--- config.mk ---
export PLATFORM = sky130hd
export DESIGN_NAME = vga_timing_gen
export DESIGN_NICKNAME = d
export VERILOG_FILES = /design/src/rtl/vga_timing_gen.sv
export SDC_FILE = /design/constraint.sdc
export NUM_CORES = 1
export LEC_CHECK = 0
export CAP_MARGIN = 20
export CORE_AREA = 5 5 89 91
export CTS_CLUSTER_DIAMETER = 40
export DETAILED_ROUTE_END_ITERATION = 10
export DIE_AREA = 0 0 94 96
export PLACE_DENSITY = 0.67
export SLEW_MARGIN = 20
export SYNTH_ARGS = -nofsm -noshare
export SYNTH_HDL_FRONTEND = slang
export SYNTH_SLANG_ARGS = --single-unit
--- constraint.sdc ---
create_clock -name clk -period 2.3 [get_ports clk]
set_input_delay 0.575 -clock clk [delete_from_list [all_inputs] [get_ports clk]]
set_output_delay 0.575 -clock clk [all_outputs]
set_load 0.1 [all_outputs]
--- src/rtl/vga_timing_gen.sv ---
// Parametrised VGA raster timing generator: pixel-clock divider, raster counters,
// latency-matched sync/blank outputs and a once-per-frame shadow of game state.
module vga_timing_gen #(
    parameter int H_ACTIVE = 640,
    parameter int H_FP     = 16,
    parameter int H_SYNC   = 96,
    parameter int H_BP     = 48,
    parameter int V_ACTIVE = 480,
    parameter int V_FP     = 10,
    parameter int V_SYNC   = 2,
    parameter int V_BP     = 33,
    parameter int HS_POL   = 0,
    parameter int VS_POL   = 0,
    parameter int CLK_DIV  = 2,
    parameter int PIPE_LAT = 2,
    parameter int CW       = 10,
    parameter int SHADOW_W = 16
) (
    input  logic                clk,
    input  logic                rst,
    input  logic                en,
    input  logic [SHADOW_W-1:0] shadow_in,
    output logic                pix_en,
    output logic                vga_clk,
    output logic [CW-1:0]       hcount,
    output logic [CW-1:0]       vcount,
    output logic                bright,
    output logic                hsync,
    output logic                vsync,
    output logic                vga_blank_n,
    output logic                line_start,
    output logic                frame_start,
    output logic [SHADOW_W-1:0] shadow_out
);
    localparam int H_TOTAL = H_ACTIVE + H_FP + H_SYNC + H_BP;
    localparam int V_TOTAL = V_ACTIVE + V_FP + V_SYNC + V_BP;
    localparam int DW      = $clog2(CLK_DIV);

    localparam logic [DW-1:0] DIV_LAST = DW'(CLK_DIV - 1);
    localparam logic [DW-1:0] DIV_HALF = DW'(CLK_DIV / 2);
    localparam logic [CW-1:0] H_LAST   = CW'(H_TOTAL - 1);
    localparam logic [CW-1:0] V_LAST   = CW'(V_TOTAL - 1);
    localparam logic [CW-1:0] H_ACT    = CW'(H_ACTIVE);
    localparam logic [CW-1:0] V_ACT    = CW'(V_ACTIVE);
    localparam logic [CW-1:0] H_SS     = CW'(H_ACTIVE + H_FP);
    localparam logic [CW-1:0] H_SE     = CW'(H_ACTIVE + H_FP + H_SYNC);
    localparam logic [CW-1:0] V_SS     = CW'(V_ACTIVE + V_FP);
    localparam logic [CW-1:0] V_SE     = CW'(V_ACTIVE + V_FP + V_SYNC);
    localparam logic          HS_ON    = 1'(HS_POL);
    localparam logic          VS_ON    = 1'(VS_POL);

    logic [DW-1:0]       div_cnt_r;
    logic                vga_clk_r;
    logic [CW-1:0]       hcount_r;
    logic [CW-1:0]       vcount_r;
    logic [SHADOW_W-1:0] shadow_r;
    logic                pix_en_s;
    logic                line_s;
    logic                frame_s;
    logic                bright_s;
    logic                hs_lvl_s;
    logic                vs_lvl_s;

    // Pixel-clock divider and DAC clock; both freeze while en is low
    always_ff @(posedge clk or negedge rst) begin
        if (!rst) begin
            div_cnt_r <= {DW{1'b0}};
            vga_clk_r <= 1'b0;
        end else if (en) begin
            div_cnt_r <= (div_cnt_r == DIV_LAST) ? {DW{1'b0}} : div_cnt_r + DW'(1);
            vga_clk_r <= (div_cnt_r >= DIV_HALF);
        end
    end

    // Raster counters, advancing once per pixel tick
    always_ff @(posedge clk or negedge rst) begin
        if (!rst) begin
            hcount_r <= {CW{1'b0}};
            vcount_r <= {CW{1'b0}};
        end else if (pix_en_s) begin
            if (hcount_r == H_LAST) begin
                hcount_r <= {CW{1'b0}};
                vcount_r <= (vcount_r == V_LAST) ? {CW{1'b0}} : vcount_r + CW'(1);
            end else begin
                hcount_r <= hcount_r + CW'(1);
            end
        end
    end

    // Frame-stable copy of the game state, captured in the frame-wrap cycle
    always_ff @(posedge clk or negedge rst) begin
        if (!rst) begin
            shadow_r <= {SHADOW_W{1'b0}};
        end else if (frame_s) begin
            shadow_r <= shadow_in;
        end
    end

    // Strobes and raw raster flags; bright is held low while reset is asserted
    always_comb begin
        pix_en_s = en && (div_cnt_r == DIV_LAST);
        line_s   = pix_en_s && (hcount_r == H_LAST);
        frame_s  = line_s && (vcount_r == V_LAST);
        bright_s = rst && (hcount_r < H_ACT) && (vcount_r < V_ACT);
        hs_lvl_s = ((hcount_r >= H_SS) && (hcount_r < H_SE)) ? HS_ON : ~HS_ON;
        vs_lvl_s = ((vcount_r >= V_SS) && (vcount_r < V_SE)) ? VS_ON : ~VS_ON;
    end

    generate
        if (PIPE_LAT == 0) begin : g_nodelay
            // No downstream latency to match: sync/blank follow the raw flags
            always_comb begin
                hsync       = hs_lvl_s;
                vsync       = vs_lvl_s;
                vga_blank_n = bright_s;
            end
        end else begin : g_delay
            logic [PIPE_LAT-1:0] hs_pipe_r;
            logic [PIPE_LAT-1:0] vs_pipe_r;
            logic [PIPE_LAT-1:0] bl_pipe_r;

            // Latency-matching shift register, one stage per pixel tick
            always_ff @(posedge clk or negedge rst) begin
                if (!rst) begin
                    hs_pipe_r <= {PIPE_LAT{~HS_ON}};
                    vs_pipe_r <= {PIPE_LAT{~VS_ON}};
                    bl_pipe_r <= {PIPE_LAT{1'b0}};
                end else if (pix_en_s) begin
                    hs_pipe_r <= (hs_pipe_r << 1) | PIPE_LAT'(hs_lvl_s);
                    vs_pipe_r <= (vs_pipe_r << 1) | PIPE_LAT'(vs_lvl_s);
                    bl_pipe_r <= (bl_pipe_r << 1) | PIPE_LAT'(bright_s);
                end
            end

            // Oldest stage drives the pins
            always_comb begin
                hsync       = hs_pipe_r[PIPE_LAT-1];
                vsync       = vs_pipe_r[PIPE_LAT-1];
                vga_blank_n = bl_pipe_r[PIPE_LAT-1];
            end
        end
    endgenerate

    assign pix_en      = pix_en_s;
    assign vga_clk     = vga_clk_r;
    assign hcount      = hcount_r;
    assign vcount      = vcount_r;
    assign bright      = bright_s;
    assign line_start  = line_s;
    assign frame_start = frame_s;
    assign shadow_out  = shadow_r;
endmodule
Yosys cells after proc, flatten, opt, wreduce, memory -nomap -nowiden
Cells that the tools add are included.
Storage, ports and cells
  flip-flop bits (word level): 44
  bits in latches: 0
  RAM bits: 0
  bits in read-only memories: 0
  output and inout bits: 44
  word-level logic and storage cells: 36
  memories: 0
Cells by class
  $add $sub $neg: 3
  $mul: 0
  divide/modulo/power cells: 0
  $lt $le $gt $ge: 7
  eq/ne operators: 2
  shift operators: 0
  mux-type cells: 5
  bitwise gates (word level): 3
  reductions and logical operators: 8
Operators by type and width (number)
  $add A10 B1 Y10 const B: 2
  $eq A10 B10 Y1 const B: 2
  $lt A10 B10 Y1 const B: 2
  $lt A10 B9 Y1 const B: 2
  $mux W10: 2
  $ge A10 B10 Y1 const B: 1
  $ge A10 B9 Y1 const B: 1
  $logic_and A1 B1 Y1: 7
  $or A2 B1 Y2: 3
  $mux W1: 3
  $reduce_and A2 Y1: 1
  $add A1 B1 Y1 const B: 1
  $ge A1 B1 Y1 const B: 1

Logic depth before layout (Yosys ltp)
Gate-level depths: netlist (run 1).
  depth after elaboration: 4
  mapped depth: 9
  mapped depth without buffers: 6

Least setup slack after synthesis (run 1)
OpenSTA, ideal clock, no wires.
  path type: register to output
  start: reg hcount_r[0], in the netlist hcount[0]
  end: out frame_start
  data arrival time: 2.733 ns
  setup slack: -1.008 ns
  cell stages (with the launch flop): 9
  cell sequence: dfrtp_1 > ha_1 > nand3_1 > or4b_1 > buf_6 > inv_6 > and2_4 > buf_12 > buf_12
Between the ends
  longest elaborated chain between the ends: 3
Ends and longest elaborated chain
  start: declaration: RTL line 54  | logic [CW-1:0] hcount_r;
  start signal: assignment: RTL line 78  | hcount_r <= {CW{1'b0}};
  start signal: assignment: RTL line 82  | hcount_r <= {CW{1'b0}};
  start signal: assignment: RTL line 85  | hcount_r <= hcount_r + CW'(1);
  $eq A10 B10 Y1: RTL line 102  | line_s = pix_en_s && (hcount_r == H_LAST);
  $logic_and A1 B1 Y1: RTL line 102
  net line_start: RTL line 31  | output logic line_start,
  $logic_and A1 B1 Y1: RTL line 103  | frame_s = line_s && (vcount_r == V_LAST);
  end: declaration: RTL line 32  | output logic frame_start,
The timed path passes the listed nets, and every way through them passes these cells.

Worst setup path after layout (run 1)
  start: reg hcount_r[6], in the netlist hcount[6]
  end: out frame_start
Between the ends
  longest elaborated chain between the ends: 3
Ends and longest elaborated chain (RTL line)
  $eq A10 B10 Y1: 102
  $logic_and A1 B1 Y1: 102
  $logic_and A1 B1 Y1: 103
No other way between the ends.

==> impl_metrics.yaml, run 1 <==
cells_and_area:
  drive_gt1_frac: 0.4598
  fin_nets: 283
  final_core_util: 0.4332
  antenna_cells: 0
  area_growth_pct: 48.84
  n_fill_cell: 715
timing:
  min_period_ns: 2.645
  setup_viol: 18
  fin_ws_ns: -0.3446
  rsz0062_at_grt: "yes"
  holdWs_ns: 0.3938
  tightest_slew_ns: 0.5593
  period_share: 1.150
  maxSlewHeadroom: 0.6271
  fin_skew_ns: 0.01104
  fmax_ghz: 0.3781
  maxSlewViolCount: 0
  final_hold_viol_count: 0
routing:
  detail-route-antenna-nets: 0
  vias_per_cell: 4.517
  drc: 0
  wl_mm: 5.032
  vias: 1626
  drtPass1Iterations: 4
  drtIter0Drc: 74
  routedWlPerCell_um: 13.98
pwr:
  fin_total_pwr_mw: 2.507
  p_per_area_nw_per_um2: 819.7
  power.static_leakage_nw: 1.447
  ir_drop_mv: 0.5049
floorplanning:
  num_rows: 31
  pin_count: 63
  core_area_um2: 7059
  die_w_um: 94
  start_util: 0.2910
  dieArea_um2: 9024
  die_height_um: 96
placement:
  dp_slack_ns: -0.5062
  dp_hpwl_mm: 3.801
  numPortBuffers: 62
  place.gp.congestion: 0.8425
clock_network:
  cts_buffers: 5
  cts_buffer_depth: 2
  cts_hold_buffers: 0
  cts_sinks: 44
  htree_levels: 2
  clkTransAtPathRegs_ns: 0.08
  clk_latency_ns: 0.29
  cts_root_buf: "clkbuf_8"
  cts_tree: "yes"
run:
  cap_violations: 0
worst_setup_path:
  worstSetupStartpointType: "flop"
  endpoint_kind: "primary output"
  worstPathArrival_ns: 2.07
  cp_max_fo: 2
  cp.required_ns: 1.73
  worstSetupPathType: "reg2out"
synth:
  synth-seq-cells: 44
  synth_area_um2: 2054
  yosys_warnings: 0
  synthCells: 173
  synth_ff_type: "dfrtp_1"
  ys_seq_area_frac: 0.5384
  avgSynthCellArea_um2: 11.88
  yosys.cell_types.count: 43
  async_flop_share: 1.000
  synth_edf_count: 0
  synth_nets: 196
global_routing:
  grtUsageTotal: 0.1179
  grt_start_max_net_pins: 45
  overflow: 0
  grt_pass1_wl_mm: 8.335
  antenna_found_initial: 0
  first_global_vias: 1723
outcome:
  status: "finished, violations left"
  violations: "negative setup slack"
worst_hold_path:
  hold_path.class: "in2async"
[power by group]
part	switching, mW	total, mW	internal, mW
Sequential	0.0871	0.999	0.911
Combinational	0.774	1.04	0.268
Clock	0.253	0.467	0.214
Total	1.11	2.51	1.39
[per-stage QoR]
step / area (um^2) / setup TNS (ns) / std cells
2_1_floorplan: 2117 / -3.928 / 173
3_3_place_gp: 2889 / -9.967 / 350
3_5_place_dp: 2889 / -10.42 / 350
4_1_cts: 3029 / -2.446 / 360
5_1_grt: 3058 / -2.794 / 360
6_report: 3058 / -1.796 / 360
[cell usage in the layout, fill, tap and decap left out, types with 6 or more instances in the layout]
cell type        count
buf_4               60
dfrtp_1             26
nand3_1              6
o21ai_0              8
dfrtp_2              8
inv_1                6
nand2_1             27
mux2_4              16
nor2_1               6
clkdlybuf4s50_1     16
dfrtp_4              6
xor2_1               8
[critical path, cell delays in order, from the launching register on]
cell,delay (ns)
dfrtp_4,0.49
nor4b_4,0.31
or4b_4,0.56
inv_12,0.07
and2_4,0.16
buf_12,0.17
[synth_stat cells (2+ instances only)]
cell type	count	area share
nor4_1	3	0.0091
nand2_1	27	0.049
inv_1	6	0.011
nor2_1	6	0.011
nor3b_1	2	0.0073
mux2_2	10	0.055
o21ai_0	8	0.019
buf_12	2	0.019
and3_1	2	0.0061
dfrtp_1	40	0.49
xor2_1	8	0.034
dfstp_2	4	0.051
nand4_1	2	0.0061
nor3_1	5	0.012
clkbuf_1	2	0.0037
ha_1	4	0.024
nand3_1	6	0.015
xnor2_1	3	0.013
and4_1	2	0.0085
mux2_4	8	0.058
[registers in the layout (all words and copies together), names as in the netlist]
register / count
g_delay.vs_pipe_r: 2
g_delay.bl_pipe_r: 2
vcount: 10
shadow_out: 16
g_delay.hs_pipe_r: 2
hcount: 10
vga_clk: 1
div_cnt_r: 1
[area by class of cell]
type,instances,area [um^2],area share
sequential,44,1139,0.3723
multi-input combinational,116,900.9,0.2946
timing repair buffer,86,774.5,0.2533
tap,99,123.9,0.04051
clock buffer,7,76.32,0.02496
inverter,7,38.79,0.01268
clock inverter,1,5.005,0.001637
[per-layer routing]
layer	up-vias	track usage	share of wire
li1	777	-	-
met1	803	0.1560	0.46
met2	44	0.1898	0.48
met3	2	0.03440	0.048
met4	0	0.03008	0.0038
met5	-	0	0
[final timing paths]
| kind | depth (start not counted) | from | end | slack, ns |
|---|---|---|---|---|
| worst max-delay path | 5 | hcount[6]$_DFFE_PN0P_ | frame_start | -0.34 |
| worst min-delay path | 2 | rst | div_cnt_r$_DFFE_PN0P_ | 0.39 |
| worst max register to register | 8 | hcount[6]$_DFFE_PN0P_ | shadow_out[10]$_DFFE_PN0P_ | -0.08 |
| worst min register to register | 2 | g_delay.vs_pipe_r[0]$_DFFE_PN1P_ | g_delay.vs_pipe_r[0]$_DFFE_PN1P_ | 0.46 |
| max in group asynchronous | 2 | rst | hcount[5]$_DFFE_PN0P_ | 1.48 |
| min in group clk | 2 | g_delay.vs_pipe_r[0]$_DFFE_PN1P_ | g_delay.vs_pipe_r[0]$_DFFE_PN1P_ | 0.46 |
[cell families (layout without fill, tap and decap cells)]
group	after synthesis	after routing	synth area share
and+or+nand+nor	66	66	0.1778
DFF	44	44	0.5384
muxes	19	19	0.1182
AOI/OAI and AO/OA	16	16	0.04812
buffers and inverters	13	101	0.04628
xor gates and xnor gates	11	11	0.04690
adders and majority gates	4	4	0.02436
[repair_timing]
| item | CTS | global route |
|---|---|---|
| pin swaps | 2 | 1 |
| setup endpoints to repair | 21 | 21 |
| setup buffers | 1 | 1 |
| resized for setup | 6 | 11 |
| cloned | 1 | 0 |
Note: power is estimated with default switching activity, not from simulation.
==> inputs of run 2 (changes only) <==
--- a/config.mk
+++ b/config.mk
@@ -10,7 +10,6 @@
 export CTS_CLUSTER_DIAMETER = 40
 export DETAILED_ROUTE_END_ITERATION = 10
 export DIE_AREA = 0 0 94 96
-export PLACE_DENSITY = 0.67
 export SLEW_MARGIN = 20
 export SYNTH_ARGS = -nofsm -noshare
 export SYNTH_HDL_FRONTEND = slang
==> run 2 against run 1 <==
Effect of this change: the run still ends with negative setup slack left; critical path depth unchanged; largest cell class unchanged; die area unchanged; count of clock-buffer cells in the layout rose by 1; critical path type unchanged; via count is 1.0% higher; utilization grew 0.57 points; sequential power decreased by 0.8%; global-route usage is 0.31 points higher; register-to-register slack improved by 0.04 ns.
==> impl_metrics.yaml, run 2 (same netlist as run 1, synthesis figures left out) <==
timing:
  fin_skew_ns: 0.005453
  rsz0062_at_grt: "yes"
  tightest_slew_ns: 0.5728
  tns_ns: -0.9890
  final_hold_viol_count: 0
  period_share: 1.131
  fin_ws_ns: -0.3002
  maxSlewViolCount: 0
  fmax_ghz: 0.3846
  setup_viol: 18
  maxSlewHeadroom: 0.6182
  min_period_ns: 2.600
cells_and_area:
  area_growth_pct: 50.79
  largest_register_ffs: 16
  antenna_cells: 0
  fin_nets: 288
  final_common_cell: "buf_4"
  drive_gt1_frac: 0.4699
  layout_common_cells: "buf_4, nand2_1, dfrtp_1"
  final_core_util: 0.4389
  n_fill_cell: 699
routing:
  drtIter0Drc: 70
  wl_mm: 5.226
  vias_per_cell: 4.501
  detail-route-antenna-nets: 0
  drtPass1Iterations: 4
  routedWlPerCell_um: 14.32
  vias: 1643
  drc: 0
clock_network:
  cts_root_buf: "clkbuf_8"
  htree_levels: 2
  cts_tree: "yes"
  clk_latency_ns: 0.29
  clkTransAtPathRegs_ns: 0.08
  cts_sinks: 44
  cts_hold_buffers: 0
  cts_buffers: 5
  cts_buffer_depth: 2
worst_setup_path:
  cp_max_fo: 2
  cp.required_ns: 1.73
  worstSetupStartpointType: "flop"
  worstPathArrival_ns: 2.03
  reg2reg_from: "hcount[5]$_DFFE_PN0P_"
  worstSetupPathType: "reg2out"
  reg2regPathDepth: 8
  endpoint_kind: "primary output"
  startpoint: "hcount[5]$_DFFE_PN0P_"
pwr:
  p_seq_frac: 0.386
  switching_share: 0.4372
  power.internal_mw: 1.445
  ir_drop_mv: 0.4052
  fin_total_pwr_mw: 2.568
  p_switching_mw: 1.123
  p_comb_frac: 0.419
  power.static_leakage_nw: 1.473
  p_per_area_nw_per_um2: 829.1
  clock_power_share: 0.195
floorplanning:
  core_area_um2: 7059
  die_w_um: 94
  start_util: 0.2910
  pin_count: 63
  num_rows: 31
  dieArea_um2: 9024
  die_height_um: 96
global_routing:
  first_global_vias: 1670
  grt_start_max_net_pins: 45
  grtUsageTotal: 0.1210
  grt_pass1_wl_mm: 8.452
  overflow: 0
  antenna_found_initial: 0
placement:
  place.gp.congestion: 0.7756
  numPortBuffers: 62
  dp_hpwl_mm: 3.785
outcome:
  status: "finished, violations left"
  violations: "negative setup slack"
worst_hold_path:
  hold_path.class: "in2async"
run:
  cap_violations: 0
[run 2: cell count changes in the layout (fill, tap and decap cells not counted), sizes merged]
cell    change
buf         +4
clkinv      -1
clkbuf      +2
[run 2: worst max-delay path, stage by stage (launching register included)]
cell     delay (ns)
dfrtp_4        0.49
nor4b_4        0.29
or4b_4         0.56
inv_12         0.07
and2_4         0.16
buf_12         0.17
[run 2: final cells by class]
cell class | count | area, um^2 | share of cell area
Clock buffer | 8 | 90.09 | 0.02908
Inverter | 7 | 38.79 | 0.01252
Multi-Input combinational cell | 116 | 893.4 | 0.2884
Sequential cell | 44 | 1139 | 0.3675
Tap cell | 99 | 123.9 | 0.03998
Timing Repair Buffer | 91 | 813.3 | 0.2625
[run 2: power groups by stage]
stage                     clock (mW)  combinational, mW  sequential, mW
after detailed placement           0               1.07            1.01
after global placement             0               1.07            1.00
after floorplan                    0              0.213            1.55
after global routing           0.554               1.13            1.01
final                          0.501               1.08           0.991
after CTS                      0.525               1.08           0.993
[run 2: worst paths after layout]
kind | to | slack, ns
hold reg to reg | g_delay.vs_pipe_r[1]$_DFFE_PN1P_ | 0.46
min in group clk | g_delay.vs_pipe_r[1]$_DFFE_PN1P_ | 0.46
max in group asynchronous | hcount[0]$_DFFE_PN0P_ | 1.46
setup reg to reg | shadow_out[1]$_DFFE_PN0P_ | -0.04
hold / removal | hcount[2]$_DFFE_PN0P_ | 0.40
setup / recovery | frame_start | -0.30
[run 2: stage by stage]
| step | hold WS (ns) | cell area, um^2 | instances | setup WS, ns |
|---|---|---|---|---|
| after floorplan | 0.2794 | 2117 | 173 | -0.4472 |
| after global placement | 0.4447 | 2912 | 353 | -0.4763 |
| after detailed placement | 0.4452 | 2912 | 353 | -0.4729 |
| after CTS | 0.4355 | 3032 | 363 | -0.3589 |
| after global routing | 0.4658 | 3098 | 365 | -0.3755 |
| final | 0.3986 | 3098 | 365 | -0.3002 |
[run 2: what timing repair did]
action,CTS,global route
gates cloned,0,1
gates resized for setup,5,10
hold endpoints to repair,0,0
pin swaps,2,1
buffers inserted,2,2
endpoints found under the setup margin,20,18
[run 2: layer usage]
metal  vias to the layer above  share of wire  global-route usage
met3                         6          0.033             0.02580
met1                       813           0.48              0.1710
li1                        785              -                   -
met2                        39           0.47              0.1839
met4                         0          0.013             0.03971
met5                         -              0                   0
